--- config.mk ---
export PLATFORM = sky130hd
export DESIGN_NAME = console_samp
export DESIGN_NICKNAME = d
export VERILOG_FILES = /design/src/rtl/console_samp.sv
export SDC_FILE = /design/constraint.sdc
export NUM_CORES = 1
export LEC_CHECK = 0
export ABC_AREA = 1
export CORE_MARGIN = 3
export CORE_UTILIZATION = 41
export CTS_CLUSTER_DIAMETER = 60
export DETAILED_ROUTE_END_ITERATION = 6
export DONT_BUFFER_PORTS = 1
export SLEW_MARGIN = 0
export SYNTH_ARGS = -nofsm -noshare
export SYNTH_HDL_FRONTEND = slang
export SYNTH_SLANG_ARGS = --single-unit
--- constraint.sdc ---
create_clock -name clk -period 1.5 [get_ports clk]
set_input_delay 0.375 -clock clk [delete_from_list [all_inputs] [get_ports clk]]
set_output_delay 0.375 -clock clk [all_outputs]
set_load 0.1 [all_outputs]
--- src/rtl/console_samp.sv ---
// Per-tick acquisition sequencer: one ADC conversion per channel per fs rise,
// samples streamed out on valid/ready, fd pulsed once the last beat is accepted.
module console_samp #(
  parameter int unsigned NUM_CH = 8,
  parameter int unsigned DATA_W = 16,
  parameter int unsigned ADC_TO = 1023
) (
  input  logic              clk,
  input  logic              rst_n,
  input  logic              work,
  input  logic              fs,
  output logic              fd,
  output logic              adc_start,
  output logic [3:0]        adc_ch,
  input  logic              adc_done,
  input  logic [DATA_W-1:0] adc_data,
  output logic              out_valid,
  input  logic              out_ready,
  output logic [DATA_W-1:0] out_data,
  output logic [3:0]        out_ch,
  output logic              out_last,
  output logic [15:0]       frame_cnt,
  output logic              overrun,
  output logic              adc_err
);

  localparam int unsigned     TO_W    = (ADC_TO < 1) ? 1 : $clog2(ADC_TO + 1);
  localparam logic [TO_W-1:0] TO_LIM  = TO_W'(ADC_TO);
  localparam logic [3:0]      LAST_CH = 4'(NUM_CH - 1);

  typedef enum logic [2:0] {
    IDLE = 3'd0,
    REQ  = 3'd1,
    WAIT = 3'd2,
    PUSH = 3'd3,
    DONE = 3'd4
  } state_e;

  state_e              state_q, state_d;
  logic                fs_d_q, fs_d_d;
  logic [3:0]          ch_q, ch_d;
  logic [TO_W-1:0]     to_cnt_q, to_cnt_d;
  logic [DATA_W-1:0]   out_data_q, out_data_d;
  logic [3:0]          out_ch_q, out_ch_d;
  logic [15:0]         frame_cnt_q, frame_cnt_d;
  logic                overrun_q, overrun_d;
  logic                adc_err_q, adc_err_d;
  logic                start;

  assign start = fs & ~fs_d_q;

  always_comb begin
    state_d     = state_q;
    fs_d_d      = fs;
    ch_d        = ch_q;
    to_cnt_d    = to_cnt_q;
    out_data_d  = out_data_q;
    out_ch_d    = out_ch_q;
    frame_cnt_d = frame_cnt_q;
    overrun_d   = overrun_q;
    adc_err_d   = adc_err_q;

    unique case (state_q)
      IDLE: begin
        if (start) begin
          ch_d    = '0;
          state_d = REQ;
        end
      end
      REQ: begin
        to_cnt_d = '0;
        state_d  = WAIT;
      end
      WAIT: begin
        if (adc_done) begin
          out_data_d = adc_data;
          out_ch_d   = ch_q;
          state_d    = PUSH;
        end else if (to_cnt_q == TO_LIM) begin
          out_data_d = '1;
          out_ch_d   = ch_q;
          adc_err_d  = 1'b1;
          state_d    = PUSH;
        end else begin
          to_cnt_d = to_cnt_q + 1'b1;
        end
      end
      PUSH: begin
        if (out_ready) begin
          if (ch_q == LAST_CH) begin
            state_d = DONE;
          end else begin
            ch_d    = ch_q + 4'd1;
            state_d = REQ;
          end
        end
      end
      DONE: begin
        frame_cnt_d = frame_cnt_q + 16'd1;
        state_d     = IDLE;
      end
      default: state_d = IDLE;
    endcase

    // A tick while busy is dropped, only flagged.
    if (start && state_q != IDLE) overrun_d = 1'b1;

    // Abort wins over everything in flight; status counters freeze.
    if (!work) begin
      state_d     = IDLE;
      fs_d_d      = 1'b0;
      frame_cnt_d = frame_cnt_q;
      overrun_d   = overrun_q;
      adc_err_d   = adc_err_q;
    end
  end

  always_ff @(posedge clk) begin
    if (!rst_n) begin
      state_q     <= IDLE;
      fs_d_q      <= 1'b0;
      ch_q        <= '0;
      to_cnt_q    <= '0;
      out_data_q  <= '0;
      out_ch_q    <= '0;
      frame_cnt_q <= '0;
      overrun_q   <= 1'b0;
      adc_err_q   <= 1'b0;
    end else begin
      state_q     <= state_d;
      fs_d_q      <= fs_d_d;
      ch_q        <= ch_d;
      to_cnt_q    <= to_cnt_d;
      out_data_q  <= out_data_d;
      out_ch_q    <= out_ch_d;
      frame_cnt_q <= frame_cnt_d;
      overrun_q   <= overrun_d;
      adc_err_q   <= adc_err_d;
    end
  end

  assign adc_start = (state_q == REQ);
  assign adc_ch    = ch_q;
  assign out_valid = (state_q == PUSH);
  assign out_last  = (state_q == PUSH) && (ch_q == LAST_CH);
  assign fd        = (state_q == DONE);
  assign out_data  = out_data_q;
  assign out_ch    = out_ch_q;
  assign frame_cnt = frame_cnt_q;
  assign overrun   = overrun_q;
  assign adc_err   = adc_err_q;

endmodule
==> results of run 1 <==
Yosys cell counts (all sizes together):
cell type / n / area [sq um]
a211oi: 2 / 15.0
a21oi: 46 / 230
a31o: 1 / 8.76
buf: 7 / 52.5
clkbuf: 4 / 15.0
dfxtp: 56 / 1120
ha: 3 / 37.5
inv: 53 / 199
nand2: 73 / 299
nand3: 28 / 168
nand4: 7 / 50.1
nor2: 46 / 218
nor3: 8 / 40.0
nor3b: 2 / 15.0
nor4: 1 / 6.26
o21a: 1 / 7.51
o21ai: 27 / 146
o21bai: 1 / 7.51
or2: 1 / 6.26
xor2: 2 / 17.5
worst max-delay path, cell delays in order (launching register included):
cell,delay [ns]
dfxtp_4,0.38
ha_4,0.14
nand2_4,0.06
nor2_4,0.12
nand2_4,0.07
clkinvlp_4,0.08
buf_12,0.16
sequential cells by signal (all words and copies together) (netlist names):
name and cells:
frame_cnt 16, state_q 3, adc_err 1, adc_ch 4, to_cnt_q 10, out_ch 4, overrun 1, fs_d_q 1
out_data 16
what timing repair did:
action	4_1_cts	5_1_grt
setup endpoints to repair	20	50
buffers inserted	12	12
gates resized for setup	20	64
pin swaps	6	27
per-stage QoR:
stage	setup TNS, ns	instance area (sq um)	util [%]	hold slack, ns
6_report	-0.431	3900	63.9	0.176
3_3_place_gp	0	3330	54.6	0.434
5_1_grt	-0.809	3900	63.9	0.166
3_5_place_dp	-0.0269	3330	54.6	0.439
2_1_floorplan	-1.55	2740	-	0.455
4_1_cts	-0.384	3590	58.9	0.166
power by group through the flow:
stage / Clock (mW) / Combinational, mW / Sequential (mW)
after floorplan: 0 / 0.124 / 1.61
after global placement: 0 / 0.248 / 1.54
after detailed placement: 0 / 0.250 / 1.54
after CTS: 0.897 / 0.260 / 1.50
after global routing: 0.968 / 0.329 / 1.50
final: 0.873 / 0.311 / 1.50
layout by cell type, fill, tap and decap left out, types with 7 or more instances in the layout:
cell / netlist / routed
nand3_1: 24 / 19
buf_12: 0 / 7
nand2_2: 4 / 14
a21oi_1: 46 / 39
buf_4: 0 / 72
buf_6: 3 / 9
dfxtp_1: 56 / 32
dfxtp_4: 0 / 11
nor2_1: 38 / 35
nor2_4: 5 / 10
o21ai_0: 21 / 13
a21oi_2: 0 / 7
dfxtp_2: 0 / 13
inv_1: 49 / 44
nand2_1: 67 / 51
o21ai_1: 5 / 12
per-layer routing:
metal	vias to the layer above	track usage (%)	share of wire (%)
li1	1367	-	-
met1	1207	22.7	42
met2	96	31.8	49
met3	12	5.13	8.3
met4	0	5.10	1.5
met5	-	0	0
logic make-up (layout without fill, tap and decap cells):
group                      after synthesis  in the layout
adders and majority gates                3              3
xor gates and xnor gates                 2              2
AOI/OAI and AO/OA                       78             78
buffers and inverters                   64            149
DFF                                     56             56
and+or+nand+nor                        166            166
layout make-up:
cell class | instances | area (sq um) | share of cell area, %
inverter | 53 | 219 | 5.62
multi-input combinational | 249 | 1530 | 39.2
clock inverter | 2 | 12.5 | 0.321
sequential | 56 | 1180 | 30.2
tap | 75 | 93.8 | 2.41
timing repair buffer | 88 | 782 | 20.1
clock buffer | 6 | 82.6 | 2.12
worst min-delay path by stage:
stage / slack, ns / end / startpoint / cells past startpoint
3_3_place_gp: 0.43 / out_data[13] / out_data[13] / 2
3_5_place_dp: 0.44 / out_data[13] / out_data[13] / 2
2_1_floorplan: 0.45 / to_cnt_q[9] / to_cnt_q[9] / 2
4_1_cts: 0.17 / frame_cnt[12] / rst_n / 2
5_1_grt: 0.17 / frame_cnt[14] / rst_n / 2
6_report: 0.18 / to_cnt_q[5] / rst_n / 2
==> run summary, run 1 <==
Initial core utilization - 43.6%
PnR worst setup slack - -0.195 ns
Yosys warnings - 0
H-tree Lvls - 2
Critical Path End - out_last
Remaining Overflow, GRT - 0
Rel. slew slack - 78.2%
Router iterations before antenna repair - 4
Fin. Hold Viols - 0
Synth Area in Compound Gates - 15.6%
Post-synthesis mux area share - 0%
Syn nets - 394
DRT Wirelength - 7340 um
DIE AREA - 0.00749 sq mm
Synth unique cells - 32
DR WL/cell - 13.9 um
Post-route minimum period - 1.70 ns
Pins over their slew limit - 0
DP Cell Count - 499
Simple-Gate Fraction of Synth Area - 30.2%
Crit start category - flop
Number of max-cap violations - 0
Final setup vio count - 4
Reg power frac - 55.9%
Post-synthesis cell area - 0.00266 sq mm
Reg-to-Reg Start - state_q[2]
Initial DRC count - 75
IO Pins - 68
Number of global-route vias before repair - 2555
CP Launch Point - adc_ch[0]
Die Wd - 86.5 um
Static leakage power - 1.55 nW
Clock latency on the worst-skew pair - 0.31 ns
Vias after detailed routing - 2682
Die H - 86.5 um
CORE AREA - 0.00610 sq mm
Worst hold path type - primary input to flop
Violated checks - setup timing
Initial antenna violation count - 0
Power Dens Cells - 689 mW/mm^2
Clock Sinks - 56
#FFs+latches synth - 56
VDD IR-drop max - 0.407 mV
R2R Setup Slk - 0.02 ns
Area grow syn2layout - 46.5%
CTS max path bufs - 2
Dpl hpwl - 4650 um
Filler cells - 522
Tcrit/Tclk final - 113%
Setup WS pre-CTS - -0.0266 ns
CP Data Arrival Time - 1.32 ns
Sw power - 0.724 mW
Capture point of the worst reg-to-reg path - to_cnt_q[6]
Critical Path End Type - output pin
Max Freq - 590 MHz
Max Clock Skew - 0.00482 ns
Worst path required time - 1.12 ns
First-pass GRT wire length - 11300 um
Comb pwr share - 11.6%
Crit Path Class - flop to output pin
Total global-route track usage - 18.5%
Register area share after synthesis - 42.1%
Final ANT Viol Nets - 0
R2R depth - 9
CTS tree - done
Cell Int Power - 1.96 mW
Synth Area in XOR/XNOR - 0.659%
Largest family of logic cells by synthesized area - simple AND/OR/NAND/NOR gates
Clk pin slew, worst setup/hold paths - 0.10 ns
Status - finished, violations left
Share of layout cells above drive strength 1 - 41.2%
Pin count of the biggest net entering global routing - 32
Nets@finish - 478
# diodes - 0
Clock share of power - 32.5%
Net Sw Frac - 27.0%
Mean Syn Cell Area - 7.21 sq um
Unrepaired setup endpoints after global routing - true
Hold-fix buffers, CTS - 0
Via density - 5.07
Post-Synthesis Cells - 369
Buffers on Ports - 0
Inserted Clock Buffers - 5
Final Non-Filler Cells - 529
FP Rows - 28
Synth Area in Adders - 1.41%
DRC viols - 0
Critical path fanouts, max - 2
Power, Total - 2.68 mW
Routability cong. - 0.844
Clock root cell - clkbuf_8
Slew @ Worst Pin - 0.327 ns
Note: power is estimated with default switching activity, not from simulation.
==> inputs of run 2 (changes only) <==
Settings changed: CTS_CLUSTER_SIZE from default to 14, PLACE_DENSITY from default to 0.54.
==> run 2 against run 1 <==
Effect of this change: the run still ends with setup timing left; total power up 0.18%; count of clock-buffer cells in the layout unchanged; worst hold slack worse by 0.022 ns; die area unchanged; wire length down 5.4%; sequential share of layout area unchanged; critical path depth unchanged; sequential power about the same; clock power about the same; via count down 1.9%.
==> run summary, run 2 (synthesis results as in run 1) <==
Routability cong. - 0.811 (-3.9%)
Sw power - 0.717 mW (-1.0%)
Status - finished, violations left
Final setup vio count - 5 (+1)
Initial core utilization - 43.6% (unchanged)
Critical Path End Type - output pin
Filler cells - 551 (+5.6%)
Clock root cell - clkbuf_8
Share of layout cells above drive strength 1 - 40.5% (-0.71 points)
Clock Sinks - 56 (unchanged)
Number of max-cap violations - 0 (unchanged)
Min-Delay Path Depth - 2 (unchanged)
Clock share of power - 32.4% (about the same)
Critical path fanouts, max - 2 (unchanged)
First-pass GRT wire length - 10900 um (-3.2%)
# diodes - 0 (unchanged)
CTS max path bufs - 2 (unchanged)
Register area - 0.00118 sq mm (unchanged)
PnR worst setup slack - -0.172 ns (+0.0231 ns)
Fin. Hold Viols - 0 (unchanged)
Post-route minimum period - 1.67 ns (-0.0231 ns)
Vias after detailed routing - 2630 (-1.9%)
Clock latency on the worst-skew pair - 0.31 ns (about the same)
Commonest non-fill, non-tap cell in the layout - buf_4
Remaining Overflow, GRT - 0 (unchanged)
Pin count of the biggest net entering global routing - 32 (unchanged)
Buffers on Ports - 0 (unchanged)
Cell Int Power - 1.97 mW (+0.61%)
Tcrit/Tclk final - 111% (-1.5 points)
DIE AREA - 0.00749 sq mm (unchanged)
Comb pwr share - 11.9% (+0.3 points)
R2R depth - 8 (-1)
VDD IR-drop max - 0.535 mV (+32%)
CP Data Arrival Time - 1.30 ns (-0.02 ns)
Rel. slew slack - 69.7% (-8.5 points)
Pins over their slew limit - 0 (unchanged)
Number of global-route vias before repair - 2402 (-6.0%)
CORE AREA - 0.00610 sq mm (unchanged)
Max Clock Skew - 0.00622 ns (+0.00141 ns)
Dpl hpwl - 4680 um (+0.55%)
Most frequent CP cell - nand2_4
Crit start category - flop
Worst hold path type - primary input to flop
Max Freq - 598 MHz (+1.4%)
Final core occ - 63.9% (unchanged)
Power Dens Cells - 690 mW/mm^2 (+0.18%)
R2R Setup Slk - 0 ns (-0.02 ns)
Unrepaired setup endpoints after global routing - true
Router iterations before antenna repair - 4 (unchanged)
Die Wd - 86.5 um (unchanged)
Static leakage power - 1.57 nW (+1.2%)
Area grow syn2layout - 46.5% (unchanged)
CTS tree - done
Slew @ Worst Pin - 0.454 ns (+0.128 ns)
Clk pin slew, worst setup/hold paths - 0.10 ns (about the same)
CP max-delay cell - dfxtp_4
Area occupied by multi-input gates - 0.00150 sq mm (-2.0%)
Nets@finish - 481 (+0.63%)
Initial DRC count - 73 (-2.7%)
Total global-route track usage - 17.8% (-0.73 points)
IO Pins - 68 (unchanged)
DR WL/cell - 13.1 um (-6.0%)
Power, Total - 2.69 mW (+0.18%)
Initial antenna violation count - 0 (unchanged)
DRT Wirelength - 6940 um (-5.4%)
Reg power frac - 55.7% (-0.2 points)
Violated checks - setup timing
Worst path required time - 1.12 ns (about the same)
Final ANT Viol Nets - 0 (unchanged)
FP Rows - 28 (unchanged)
Via density - 4.94 (-2.5%)
CP Cell Sequence - ha_4, nand2_4, nor2_4, nand2_4, clkinvlp_4, buf_12
Net Sw Frac - 26.7% (-0.32 points)
Commonest non-fill, non-tap cells in the layout - 77 x buf_4, 53 x nand2_1, 44 x inv_1, 38 x a21oi_1, 35 x nor2_1
Crit Path Class - flop to output pin
Die H - 86.5 um (unchanged)
Slowest stage delay, CP - 0.37 ns (about the same)
Inserted Clock Buffers - 5 (unchanged)
DRC viols - 0 (unchanged)
H-tree Lvls - 2 (unchanged)
==> run 2: cell types whose count changed in the layout (fill, tap and decap cells not counted), moves of 2 or more <==
cell,before,now
buf_12,7,9
buf_4,72,77
buf_6,9,5
nand2_1,51,53
nand3_1,19,22
nand3_2,3,0
==> run 2: cell type report <==
cell class                 instances  area share, %
sequential                        56           30.2
clock buffer                       6           2.12
timing repair buffer              91           20.9
tap                               75           2.41
multi-input combinational        249           38.5
clock inverter                     2          0.321
inverter                          53           5.55
==> run 2: path summary, 6_finish.rpt <==
kind                              startpoint      endpoint
worst max-delay path               adc_ch[0]      out_last
worst min-delay path                   rst_n  frame_cnt[7]
worst max register to register    state_q[2]   to_cnt_q[1]
worst min register to register  out_data[12]  out_data[12]
==> run 2: what timing repair did <==
item | in CTS | in global routing
gates resized for setup | 20 | 55
buffers inserted | 9 | 15
pin swaps | 5 | 30
endpoints found under the hold margin | 0 | 0
endpoints found under the setup margin | 5 | 45
hold buffers | 0 | 0
gates cloned | 0 | 0
==> run 2: layer usage <==
layer  global-route usage, %  vias up  wire length (um)
met3                    4.28        9               381
met5                       0        -                 0
met1                    23.9     1192              3260
met4                    3.40        0                87
li1                        -     1370                 -
met2                    29.3       59              3210
==> run 2: metrics by stage <==
stage	TNS (ns)	area [sq um]	setup WS, ns	hold WS, ns	instances
2_1_floorplan	-1.55	2740	-0.503	0.455	369
3_3_place_gp	0	3350	0.0476	0.435	502
3_5_place_dp	0	3350	0.0243	0.447	502
4_1_cts	-0.475	3600	-0.195	0.159	519
5_1_grt	-0.932	3900	-0.239	0.164	532
6_report	-0.423	3900	-0.172	0.154	532
==> run 2: power by group through the flow <==
stage	clock [mW]	combinational [mW]	sequential (mW)
after floorplan	0	0.124	1.61
after CTS	0.903	0.272	1.50
after global routing	0.954	0.343	1.50
final	0.871	0.319	1.50
after global placement	0	0.252	1.54
after detailed placement	0	0.254	1.54
==> run 2: worst max-delay path, delay by kind of cell (launching register included) <==
kind	cells	cell delay, ns
fa+ha+maj	1	0.14
buf+inv	2	0.24
flops	1	0.37
simple gates	3	0.23
==> inputs of run 3 (changes only) <==
Settings changed: GPL_ROUTABILITY_DRIVEN from default to 0.
==> results of run 3 <==
No change in the layout: final DEF, timing and power equal those of run 2.
